## config.mk

```make
export PLATFORM = sky130hd
export DESIGN_NAME = instr_queue
export DESIGN_NICKNAME = d
export VERILOG_FILES = /design/src/rtl/instr_queue.sv
export SDC_FILE = /design/constraint.sdc
export NUM_CORES = 1
export LEC_CHECK = 0
export ABC_AREA = 1
export ABC_CLOCK_PERIOD_IN_PS = 17630
export CAP_MARGIN = 10
export CORE_MARGIN = 2
export CORE_UTILIZATION = 44
export DETAILED_ROUTE_END_ITERATION = 12
export MAX_ROUTING_LAYER = met4
export PLACE_DENSITY = 0.66
export SLEW_MARGIN = 20
export SYNTH_ARGS = -nofsm -noshare
export SYNTH_HDL_FRONTEND = slang
export SYNTH_SLANG_ARGS = --single-unit
```

## constraint.sdc

```tcl
create_clock -name clk -period 17.63 [get_ports clk]
set_input_delay 3.526 -clock clk [delete_from_list [all_inputs] [get_ports clk]]
set_output_delay 3.526 -clock clk [all_outputs]
set_load 0.005 [all_outputs]
```

## src/rtl/instr_queue.sv

```systemverilog
// In-order queue of decoded control words between the decoder and dispatch, with flush.
// Define IQ_BYPASS_EN to let an enqueue into an empty queue reach head_word in the same cycle.

package tomasulo_types;
    typedef struct packed {
        logic [31:0] pc;
        logic [5:0]  op;
        logic [4:0]  rd;
        logic [4:0]  rs1;
        logic [4:0]  rs2;
        logic [31:0] imm;
    } ctl_word;
endpackage

module instr_queue
    import tomasulo_types::*;
#(
    parameter int unsigned DEPTH = 8
) (
    input  logic                     clk,
    input  logic                     rst,
    input  logic                     ld_iq,
    input  ctl_word                  control_word,
    output logic                     iq_resp,
    input  logic                     deq,
    input  logic                     flush,
    output ctl_word                  head_word,
    output logic                     head_valid,
    output logic                     iq_full,
    output logic                     iq_empty,
    output logic [$clog2(DEPTH):0]   iq_count
);

    localparam int unsigned PW = $clog2(DEPTH);
    typedef logic [PW-1:0] ptr_t;
    typedef logic [PW:0]   cnt_t;

    ptr_t    wr_ptr_q, wr_ptr_d;
    ptr_t    rd_ptr_q, rd_ptr_d;
    cnt_t    count_q, count_d;
    ctl_word mem [DEPTH];

    logic acc;
    logic pop;
    logic byp_thru;
    logic wr_en;
    logic rd_adv;
`ifdef IQ_BYPASS_EN
    logic byp;
`endif

    always_comb begin
        iq_empty = (count_q == '0);
        iq_full  = (count_q == cnt_t'(DEPTH));
        iq_count = count_q;
`ifdef IQ_BYPASS_EN
        byp        = iq_empty && ld_iq && !flush;
        head_valid = !iq_empty || byp;
        head_word  = byp ? control_word : mem[rd_ptr_q];
        byp_thru   = byp && deq;
`else
        head_valid = !iq_empty;
        head_word  = mem[rd_ptr_q];
        byp_thru   = 1'b0;
`endif
        // Reset drops the request, so it must not be acknowledged either.
        acc     = ld_iq && !flush && !rst && (!iq_full || (deq && head_valid));
        iq_resp = acc;
        pop     = deq && head_valid && !flush;
        // A word passed straight through to dispatch never touches storage.
        wr_en   = acc && !byp_thru;
        rd_adv  = pop && !byp_thru;
    end

    always_comb begin
        wr_ptr_d = wr_ptr_q;
        rd_ptr_d = rd_ptr_q;
        count_d  = count_q;
        if (wr_en) begin
            wr_ptr_d = wr_ptr_q + ptr_t'(1);
        end
        if (rd_adv) begin
            rd_ptr_d = rd_ptr_q + ptr_t'(1);
        end
        case ({wr_en, rd_adv})
            2'b10:   count_d = count_q + cnt_t'(1);
            2'b01:   count_d = count_q - cnt_t'(1);
            default: count_d = count_q;
        endcase
    end

    always_ff @(posedge clk) begin
        if (rst || flush) begin
            wr_ptr_q <= '0;
            rd_ptr_q <= '0;
            count_q  <= '0;
        end else begin
            wr_ptr_q <= wr_ptr_d;
            rd_ptr_q <= rd_ptr_d;
            count_q  <= count_d;
        end
    end

    always_ff @(posedge clk) begin
        if (wr_en) begin
            mem[wr_ptr_q] <= control_word;
        end
    end

endmodule
```

==> reports/results.tsv <==
metric	value	unit
grt_pass1_wl	91.6	mm
critical_path_peak_fanout	9	
synthesis.nets	2109	
chipWidth	252	um
coreArea	0.0614	mm^2
ant_nets	0	
fmax	116	MHz
cp.required	14.10	ns
fin_crit_sh	48.7	%
cts_setup_buffers	0	
first_pass_iters	6	
cts.path.max_buffers	3	
ys.flop_type	edfxtp_1	
fillerInstances	5007	
yosys.area.top_type	edfxtp_1	
synth_area	0.0271	mm^2
vias_per_cell	5.36	
finalWorstSetupSlack	9.04	ns
powerDensity	107	mW/mm^2
drv_slew	0	
rows	91	
netlist_instances	2014	
die_h	252	um
cap_violations	0	
hp-class	reg2reg	
num_vias	16200	
path_cells	clkdlybuf4s50_1, inv_1, nand2_1, nor2_1, nand2_2, inv_2, clkdlybuf4s50_1	
root_buffer	clkbuf_16	
drt_iter0_markers	1134	
drc	0	
insertion_delay	0.60	ns
postCtsHoldBufs	0	
setup_viol_count_final	0	
area_delta_synth_final	17.6	%
cts_resized	0	
die-area	0.0636	mm^2
run_status	finished, final reports clean	
ios	183	
cts_tree	built	
nNetsFinal	2271	
cp_slowest_cell	clkdlybuf4s50_1	
synth_edf_count	680	
synth_seq_cells	693	
slew-limit-headroom	25.1	%
finalSetupTns	0	ns
postLayoutCellArea	0.0319	mm^2
dp_hpwl	30.1	mm
cp_top_family	buffers and inverters	
yosysSeqAreaShare	76.3	%
cts_buffers	73	
multiInputGateArea	0.00575	mm^2
synth.avg_cell_area	13.5	um^2
preCtsSetupSlack	9.04	ns
avgRoutedWirePerCell	20.0	um
htree_levels	3	
start_kind	input port	
grt_pass1_vias	16000	
cp_common_cell	clkdlybuf4s50_1	
initial_utilization	44.2	%
max_stage_delay	0.50	ns
seq_area	0.0207	mm^2
placed_area	0.0295	mm^2
drt_wl_total	60.7	mm
synth.top_cells.by_count	680 x edfxtp_1, 355 x nor2_1, 277 x o21ai_0	
cp_data_arrival_time	5.07	ns
grt_max_degree	113	
rsz0062_at_grt	no	
numClockSinks	693	
synthTopCellsByArea	edfxtp_1 75%, o21ai_0 5.1%, nor2_1 4.9%	
fin_worst_skew	0.0111	ns
numPortBuffers	182	
grt_antenna_before_repair	7	
crit_type	in2out	
grt_overflow	0	
synthDistinctLibCells	26	
drive_gt1_share	6.68	%
cp-end-kind	output port	
p_leak	10.5	nW
gp_congestion	0.756	
final_hold_viol_count	0	
synth_most_common_cell	edfxtp_1	
async_flop_share	0	%
vdd_ir_drop_max	0.0620	mV
path_clk_slew	0.05	ns
worst-slew-pin-transition	1.12	ns
period_needed	8.59	ns
crit_buf_inv	4	
yosys_warnings	0	
grtUsageTotal	19.4	%
synth_top_cell_area_share	75.3	%
final cells by class:
type,count,area share [%]
flip-flops and latches,693,64.9
clock inverters,41,1.07
diodes,9,0.0706
well taps,790,3.10
multi-input cells,1178,18.0
inverters,20,0.255
repair buffers,210,6.43
clock buffers,88,6.17
routing by layer:
| layer | global-route usage, % | share of wire, % |
|---|---|---|
| met1 | 24.8 | 44 |
| met2 | 31.3 | 48 |
| met3 | 4.03 | 5.8 |
| met4 | 6.19 | 2.1 |
| met5 | - | 0 |
path summary, 6_finish.rpt:
path	startpoint	end	slack (ns)	cells past startpoint
min reg2reg	rd_ptr_q[0]	register	0.49	1
max reg2reg	iq_count[2]	mem[0][79]	14.25	10
max	flush	iq_resp	9.04	7
min	rd_ptr_q[0]	register	0.49	1
cell usage in the layout (no fill, tap or decap), types with 2 or more instances in the layout:
cell             synthesis  layout
o22ai_1                 85      85
clkbuf_16                0      77
dfxtp_4                  0       3
clkbuf_1                58      11
mux2i_1                 85      85
o21ai_0                277     277
clkinv_1                 0      15
ha_1                     5       5
clkdlybuf4s50_1          0     182
xnor2_1                  2       2
edfxtp_1               680     680
dfxtp_1                 13      10
inv_1                   18      17
o21ai_1                 71      71
nand2_1                275     275
clkinvlp_4               0       4
nand3_1                  4       4
buf_4                    7      27
nor2_4                   0       4
bufinv_16                0       5
clkinv_4                 0       2
diode_2                  0       9
clkinv_2                 0      13
xor2_1                   2       2
a21oi_1                  9       9
nor3_2                   1       5
inv_6                    0       4
nor2_1                 355     351
stage by stage:
step	total power [W]	instances	hold slack, ns	utilization [%]
after CTS	0.00344	3019	0.490	51.9
after global routing	0.00351	3027	0.515	52.0
final	0.00341	3029	0.486	52.0
after global placement	0.00197	2890	0.467	48.1
after floorplan	0.00190	2014	0.448	-
after detailed placement	0.00197	2890	0.476	48.1
cells by family after synthesis:
group / after synthesis / share of synthesized area, %
DFF: 693 / 76.3
buffers and inverters: 143 / 2.70
xor gates and xnor gates: 4 / 0.129
adders and majority gates: 5 / 0.231
AOI/OAI and AO/OA: 442 / 8.55
and+or+nand+nor: 642 / 8.99
muxes: 85 / 3.14
power by group:
group / internal (W) / switching [W]
Clock: 0.000868 / 0.000607
Combinational: 0.0000514 / 0.0000647
Sequential: 0.00182 / 0.00000332
registers in the layout, indices dropped and copies added, names as in the netlist, named ones only:
register and cells:
iq_count 4, mem 680, rd_ptr_q 3, wr_ptr_q 3
(Power assumes the default switching activity.)
